--- src/rtl/fetch_pc_unit.sv ---
// ----------------------------------------------------------------------------
// Module  : fetch_pc_unit
// Purpose : Program-counter owner on the fetch side. Issues sequential imem
//           requests, buffers returned words for decode and handles redirects.
// Option  : FETCH_ADEL_CHECK_EN enables misaligned-redirect address errors.
// Rev     : 1.0  initial release
// ----------------------------------------------------------------------------
`default_nettype none

module fetch_pc_unit #(
  parameter logic [31:0] RESET_PC  = 32'hBFC0_0000,
  parameter int          BUF_DEPTH = 2
) (
  input  logic        clk,
  input  logic        rst,
  output logic        imem_req,
  output logic [31:0] imem_addr,
  input  logic        imem_gnt,
  input  logic        imem_rvalid,
  input  logic [31:0] imem_rdata,
  output logic        inst_valid,
  output logic [31:0] inst,
  output logic [31:0] inst_pc,
  input  logic        dec_ready,
  input  logic        redirect_valid,
  input  logic [31:0] redirect_pc,
  output logic        inst_adel
);

  localparam int PTR_W = $clog2(BUF_DEPTH);
  localparam int CNT_W = $clog2(BUF_DEPTH + 1);
  localparam logic [CNT_W-1:0] DEPTH_CNT = CNT_W'(BUF_DEPTH);

  typedef enum logic [0:0] {
    S_REQ  = 1'b0,
    S_WAIT = 1'b1
  } state_t;

  state_t           state;
  state_t           state_next;
  logic [31:0]      fetch_pc;
  logic [31:0]      pend_pc;
  logic             drop;
  logic [31:0]      pc_buf   [BUF_DEPTH];
  logic [31:0]      inst_buf [BUF_DEPTH];
  logic [PTR_W-1:0] wr_ptr;
  logic [PTR_W-1:0] rd_ptr;
  logic [CNT_W-1:0] count;

  logic             halt;
  logic             adel_push;
  logic [31:0]      redirect_tgt;
  logic             issue;
  logic             push_data;
  logic             push;
  logic             pop;
  logic [31:0]      push_pc;
  logic [31:0]      push_inst;

`ifdef FETCH_ADEL_CHECK_EN
  logic adel_buf [BUF_DEPTH];
  logic adel_pend;
  logic halt_q;
  logic redirect_mis;

  assign redirect_mis = (redirect_pc[1:0] != 2'b00);
  assign halt         = halt_q;
  assign adel_push    = adel_pend && !redirect_valid && (count < DEPTH_CNT);
  assign redirect_tgt = redirect_pc;

  // A misaligned target becomes a single error entry, then fetch idles.
  always_ff @(posedge clk) begin
    if (rst) begin
      adel_pend <= 1'b0;
      halt_q    <= 1'b0;
    end else if (redirect_valid) begin
      adel_pend <= redirect_mis;
      halt_q    <= redirect_mis;
    end else if (adel_push) begin
      adel_pend <= 1'b0;
    end
  end

  always_ff @(posedge clk) begin
    if (push) adel_buf[wr_ptr] <= adel_push;
  end

  assign inst_adel = inst_valid && adel_buf[rd_ptr];
`else
  logic unused_redirect_lsbs;

  assign unused_redirect_lsbs = ^redirect_pc[1:0];
  assign halt                 = 1'b0;
  assign adel_push            = 1'b0;
  assign redirect_tgt         = {redirect_pc[31:2], 2'b00};
  assign inst_adel            = 1'b0;
`endif

  assign imem_req  = (state == S_REQ) && (count < DEPTH_CNT) && !halt;
  assign imem_addr = fetch_pc;
  assign issue     = imem_req && imem_gnt;

  assign push_data = (state == S_WAIT) && imem_rvalid && !drop && !redirect_valid;
  assign push      = push_data || adel_push;
  assign pop       = inst_valid && dec_ready && !redirect_valid;
  assign push_pc   = adel_push ? fetch_pc : pend_pc;
  assign push_inst = adel_push ? 32'h0000_0000 : imem_rdata;

  always_ff @(posedge clk) begin
    if (rst) state <= S_REQ;
    else     state <= state_next;
  end

  // Redirect never changes the handshake state: an in-flight word is drained.
  always_comb begin
    state_next = state;
    case (state)
      S_REQ:   if (issue)       state_next = S_WAIT;
      S_WAIT:  if (imem_rvalid) state_next = S_REQ;
      default: state_next = S_REQ;
    endcase
  end

  always_ff @(posedge clk) begin
    if (rst) begin
      fetch_pc <= RESET_PC;
      pend_pc  <= 32'h0000_0000;
      drop     <= 1'b0;
      wr_ptr   <= '0;
      rd_ptr   <= '0;
      count    <= '0;
    end else begin
      if (issue) pend_pc <= fetch_pc;

      if (redirect_valid) fetch_pc <= redirect_tgt;
      else if (issue)     fetch_pc <= fetch_pc + 32'd4;

      if (redirect_valid) begin
        drop <= (state == S_WAIT) ? !imem_rvalid : issue;
      end else if ((state == S_WAIT) && imem_rvalid) begin
        drop <= 1'b0;
      end

      if (redirect_valid) begin
        wr_ptr <= '0;
        rd_ptr <= '0;
        count  <= '0;
      end else begin
        if (push) wr_ptr <= wr_ptr + PTR_W'(1);
        if (pop)  rd_ptr <= rd_ptr + PTR_W'(1);
        case ({push, pop})
          2'b10:   count <= count + CNT_W'(1);
          2'b01:   count <= count - CNT_W'(1);
          default: count <= count;
        endcase
      end
    end
  end

  always_ff @(posedge clk) begin
    if (push) begin
      pc_buf[wr_ptr]   <= push_pc;
      inst_buf[wr_ptr] <= push_inst;
    end
  end

  assign inst_valid = (count != '0);
  assign inst       = inst_valid ? inst_buf[rd_ptr] : 32'h0000_0000;
  assign inst_pc    = inst_valid ? pc_buf[rd_ptr]   : 32'h0000_0000;

endmodule

`default_nettype wire

--- config.mk ---
export PLATFORM = sky130hd
export DESIGN_NAME = fetch_pc_unit
export DESIGN_NICKNAME = d
export VERILOG_FILES = /design/src/rtl/fetch_pc_unit.sv
export SDC_FILE = /design/constraint.sdc
export NUM_CORES = 1
export LEC_CHECK = 0
export CORE_AREA = 3 3 143 145
export CTS_CLUSTER_DIAMETER = 30
export DETAILED_ROUTE_END_ITERATION = 10
export DIE_AREA = 0 0 146 148
export PLACE_DENSITY = 0.64
export REMOVE_ABC_BUFFERS = 1
export SLEW_MARGIN = 40
export SYNTH_ARGS = -nofsm -noshare
export SYNTH_HDL_FRONTEND = slang
export SYNTH_SLANG_ARGS = --single-unit
--- constraint.sdc ---
create_clock -name clk -period 4.6 [get_ports clk]
set_clock_uncertainty 0.2 [all_clocks]
set_input_delay 0.69 -clock clk [delete_from_list [all_inputs] [get_ports clk]]
set_output_delay 0.69 -clock clk [all_outputs]
set_load 0.02 [all_outputs]
## Yosys cells after proc, flatten, opt, wreduce, memory -nomap -nowiden

Memory sizes are Yosys's and may differ from the RTL's. A register that Yosys moved wholly into a read port is not among the register bits.
Cells that the tools add are included.
W data, S select, Z words.

| operators by class | value |
|---|---|
| add/subtract/negate cells | 5 |
| equality and inequality tests | 2 |
| multiplexer cells | 17 |
| bitwise gates (word level) | 1 |
| order comparisons | 1 |
| reductions and logical operators | 15 |

Operators by type and width:

| cell | count |
|---|---|
| $mux W32 | 4 |
| $add A32 B3 Y32 const B | 1 |
| $mux W1 | 11 |
| $reduce_bool A2 Y1 | 4 |
| $logic_and A1 B1 Y1 | 7 |
| $pmux W2 S2 | 1 |
| $logic_not A1 Y1 | 3 |
| $add A1 B1 Y1 const B | 2 |
| $add A2 B1 Y2 const B | 1 |
| $eq A2 B1 Y1 const B | 1 |
| $eq A2 B2 Y1 const B | 1 |
| $lt A2 B2 Y1 const B | 1 |
| $pmux W1 S2 | 1 |
| $reduce_or A2 Y1 | 1 |
| $sub A2 B1 Y2 const B | 1 |
| $not A1 Y1 | 1 |

| storage, ports and cells | value |
|---|---|
| RAM bits | 128 |
| memories | 2 |
| bits in registers | 70 |
| input bits | 70 |

Memory list:

| memory | words | width | read ports | clocked after memory_dff | wr ports | line | source |
|---|---|---|---|---|---|---|---|
| inst_buf | 2 | 32 | 1 | 1 | 1 | 45 | `logic [31:0] inst_buf [BUF_DEPTH];` |
| pc_buf | 2 | 32 | 1 | 1 | 1 | 44 | `logic [31:0] pc_buf [BUF_DEPTH];` |

## Longest topological paths before layout

| depth | value |
|---|---|
| word-level depth | 5 |
| depth in mapped cells | 9 |
| gate-level depth less buffers | 8 |

## Worst setup path after synthesis

OpenSTA, ideal clock, no wires.

| timing path | value |
|---|---|
| kind | in2reg |
| from | input redirect_valid |
| to | memory inst_buf[0][0] (enable) |
| data arrival time | 3868 ps |
| buffers on the path | 1 |
| library setup time | 482 ps |
| slack | 50 ps |
| stages | 4 |
| path through | clkbuf_1 > nor3_1 > inv_1 > nor2_1 |

| on the way | value |
|---|---|
| cells in the longest elaborated chain, start to end | 4 |

Ends and longest elaborated chain:

| element | line | source |
|---|---|---|
| start: declaration | 25 | `input logic redirect_valid,` |
| $logic_not A1 Y1 | 103 | `assign push_data = (state == S_WAIT) && imem_rvalid && !drop && !redirect_valid;` |
| $logic_and A1 B1 Y1 | 103 |  |
| $mux W1 | 161 | `if (push) begin` |
| $mux W1 (not written as such) | 163 | `inst_buf[wr_ptr] <= push_inst;` |
| end: declaration | 45 |  |

No other way between the ends.

==> results by group <==
CTS
  – Total CTS buffers: 17
  – CTS max path bufs: 2
  – Post-cts sizing count: 0
  – Clock slew at reported path FFs: 0.07 ns
  – Sink Count: 191
  – Clk_lat worst skew: 0.43 ns
  – CTS tree: yes
  – Post-CTS Hold Fix Bufs: 0
  – Root Buffer: clkbuf_16
  – # Post-CTS Setup Buffers: 0
  – Max H-tree Level: 4

Yosys
  – EDFF count, synth: 124
  – Netlist Area Pre-Place: 7720 sq um
  – Synth area leaders: edfxtp_1 48%, dfxtp_1 17%, mux2i_1 8.6%
  – Sequential fraction of the synthesis area: 0.656
  – Gate count after technology mapping: 646
  – Mean Syn Cell Area: 11.9 sq um
  – Synth Area in Adders: 0.00324
  – Compound-Gate Fraction of Synth Area: 0.0546
  – Seq cells post-synth: 191
  – XOR/XNOR Fraction of Synth Area: 0.0261
  – Synth Flop Type: edfxtp_1
  – Ys Warns: 0
  – Synth area leader: edfxtp_1
  – Synth cell types: 42
  – Post-synthesis mux area share: 0.0856
  – Synth top area share: 0.483
  – Main combinational cell family by area after synthesis: simple AND/OR/NAND/NOR gates
  – Top post-synthesis cells by count: 124 x edfxtp_1, 91 x nor2_1, 82 x nand2_1
  – Area share of and/or/nand/nor cells after synthesis: 0.146
  – Count leader, synth: edfxtp_1
  – Ys async rst share: 0

Worst setup path
  – Crit-path most repeated cell: buf_12
  – Crit path DAT: 2.35 ns
  – Crit-path cells: buf_12, buf_12, mux2i_1, nor2_1, clkdlybuf4s50_1
  – Worst setup SP type: register
  – Crit-path max FO: 27
  – CP Capture Type: primary output
  – Worst-path cell with the longest stage delay: clkdlybuf4s50_1
  – Kind of critical path: reg -> out
  – Buf+Inv Stages, Crit Path: 3
  – Required time worst endpoint: 3.71 ns
  – Crit path max-delay family: buffers and inverters
  – Slowest Stage Delay on Critical Path: 0.63 ns

Placement
  – Post-DP Area: 9650 sq um
  – DP Cell Count: 1,047
  – DP Wirelength: 12.6 mm
  – Input/output buffers: 161
  – Pre-CTS setup slack: 1.24 ns
  – Routability cong.: 0.783

Die
  – Num rows: 51
  – Die X: 146 um
  – Die H: 148 um
  – CORE AREA: 19,300 sq um
  – Initial Util: 0.399
  – Die ar.: 21,600 sq um
  – I/O pin total: 169

Finish
  – # nets final: 874
  – Reg area: 5070 sq um
  – ANT cells: 0
  – Final Cell Area: 10,200 sq um
  – Fin cells: 1,079
  – Filler Cell Count: 1,678
  – Footprint of the multi-input gates: 2480 sq um
  – Layout area overhead: 32.4%
  – Ratio of cells with drive above 1 in the final layout: 0.0663

Timing
  – Total negative slack: 0 ns
  – Worst Setup Slack, final: 1.36 ns
  – Period utilization: 0.705
  – Final Hold Fails: 0
  – RSZ-0062 raised after global routing: no
  – Max-slew violations: 0
  – Worst Max-Slew Pin Slew: 0.631 ns
  – Fmax: 0.308 GHz
  – Slew headroom: 0.578
  – Worst hold margin: 0.250 ns
  – Tmin final: 3.24 ns
  – Setup-failing EPs final: 0

GRT
  – Gr usage total: 0.175
  – First-pass GRT wire length: 29.5 mm
  – Vias in the first global route: 5,572
  – Initial antenna violation count: 0
  – Grt total ovfl: 0
  – Largest net degree at the start of global routing: 39

Power and ir drop
  – Pwr per Cell Area: 349 nW/um^2
  – Maximum VDD drop: 0.235 mV
  – Leakage: 3.30 nW

Detailed routing
  – Initial DRC count: 354
  – DRT antenna net count: 0
  – Drt drc: 0
  – Routed WL: 18.8 mm
  – Routed via count: 5,425
  – First-pass iteration count of the detailed router: 5
  – Wire length per cell: 17.4 um
  – Via density: 5.03

Run
  – Max Cap Viol: 0

Hold path
  – Hold/Removal Path Class: reg -> reg

Status
  – Status: completed
## worst reg2reg max path, delay by kind of cell (launching register included)
| kind | cells | cell delay (ns) |
|---|---|---|
| AOI/OAI and AO/OA | 1 | 0.15 |
| adders and majority gates | 1 | 0.32 |
| buffers and inverters | 2 | 0.52 |
| DFF | 1 | 0.41 |
| and+or+nand+nor | 4 | 0.95 |
## cell usage in the layout, fill, tap and decap left out, drive strengths merged, types with 2 or more instances in the layout
| cell type | instances |
|---|---|
| dfxtp | 67 |
| clkinv | 3 |
| o211ai | 2 |
| mux2i | 66 |
| or3 | 6 |
| a211oi | 9 |
| buf | 14 |
| o21ai | 7 |
| conb | 5 |
| nor3 | 10 |
| edfxtp | 124 |
| clkbuf | 23 |
| o22ai | 2 |
| xnor2 | 11 |
| and3 | 5 |
| or4 | 2 |
| and2 | 3 |
| o311a | 2 |
| nand3 | 8 |
| inv | 11 |
| nor2 | 91 |
| xor2 | 12 |
| or2 | 2 |
| a21oi | 41 |
| clkdlybuf4s50 | 160 |
| nand2 | 82 |
| a311oi | 4 |
| ha | 2 |
| nor4 | 7 |
| clkinvlp | 3 |
| and4 | 3 |
| nand4 | 17 |
## worst paths after layout
| check | startpoint | endpoint | slack, ns | depth (start not counted) |
|---|---|---|---|---|
| worst max-delay path | register | inst_pc[23] | 1.36 | 5 |
| worst min-delay path | pend_pc[25] | pc_buf[0][25] | 0.25 | 0 |
| worst max register to register | count[1] | count[1] | 2.00 | 8 |
| worst min register to register | pend_pc[25] | pc_buf[0][25] | 0.25 | 0 |
## cell type report
type	count	area share
Tap cell	265	0.0324
Clock buffer	23	0.0458
Sequential cell	191	0.496
Timing Repair Buffer	174	0.171
Inverter	10	0.00367
Clock inverter	8	0.00820
Multi-Input combinational cell	408	0.243
## report_power, final
group,internal (mW),leakage (nW),switching (mW),total [mW]
clock,0.774,0.260,0.605,1.38
sequential,1.87,1.64,0.0461,1.92
combinational,0.133,1.40,0.142,0.275
total,2.78,3.30,0.793,3.57
## flip-flops by register name, summed over array words and instances, names as in the netlist, named ones only
| name | cells |
|---|---|
| drop | 1 |
| imem_addr | 30 |
| wr_ptr | 1 |
| count | 2 |
| state | 1 |
| rd_ptr | 1 |
| pc_buf | 60 |
| inst_buf | 64 |
| pend_pc | 30 |
## cell families (layout without fill, tap and decap cells)
logic type / count (synthesis) / after routing
and+or+nand+nor: 241 / 241
other: 1 / 5
adders and majority gates: 2 / 2
AOI/OAI and AO/OA: 71 / 71
muxes: 66 / 66
xor gates and xnor gates: 23 / 23
DFF: 191 / 191
buffers and inverters: 51 / 215
## per-stage QoR
step	util	total power, mW
floorplan	-	2.06
global placement	0.496	2.22
detailed placement	0.499	2.23
CTS	0.528	3.61
global route	0.529	3.71
finish	0.529	3.57
## layer usage
layer,vias to the layer above,share of wire,global-route usage
met4,0,0.011,0.0522
met5,-,0,0
met1,2612,0.43,0.223
li1,2614,-,-
met3,20,0.063,0.0484
met2,179,0.49,0.293
(Power assumes the default switching activity.)
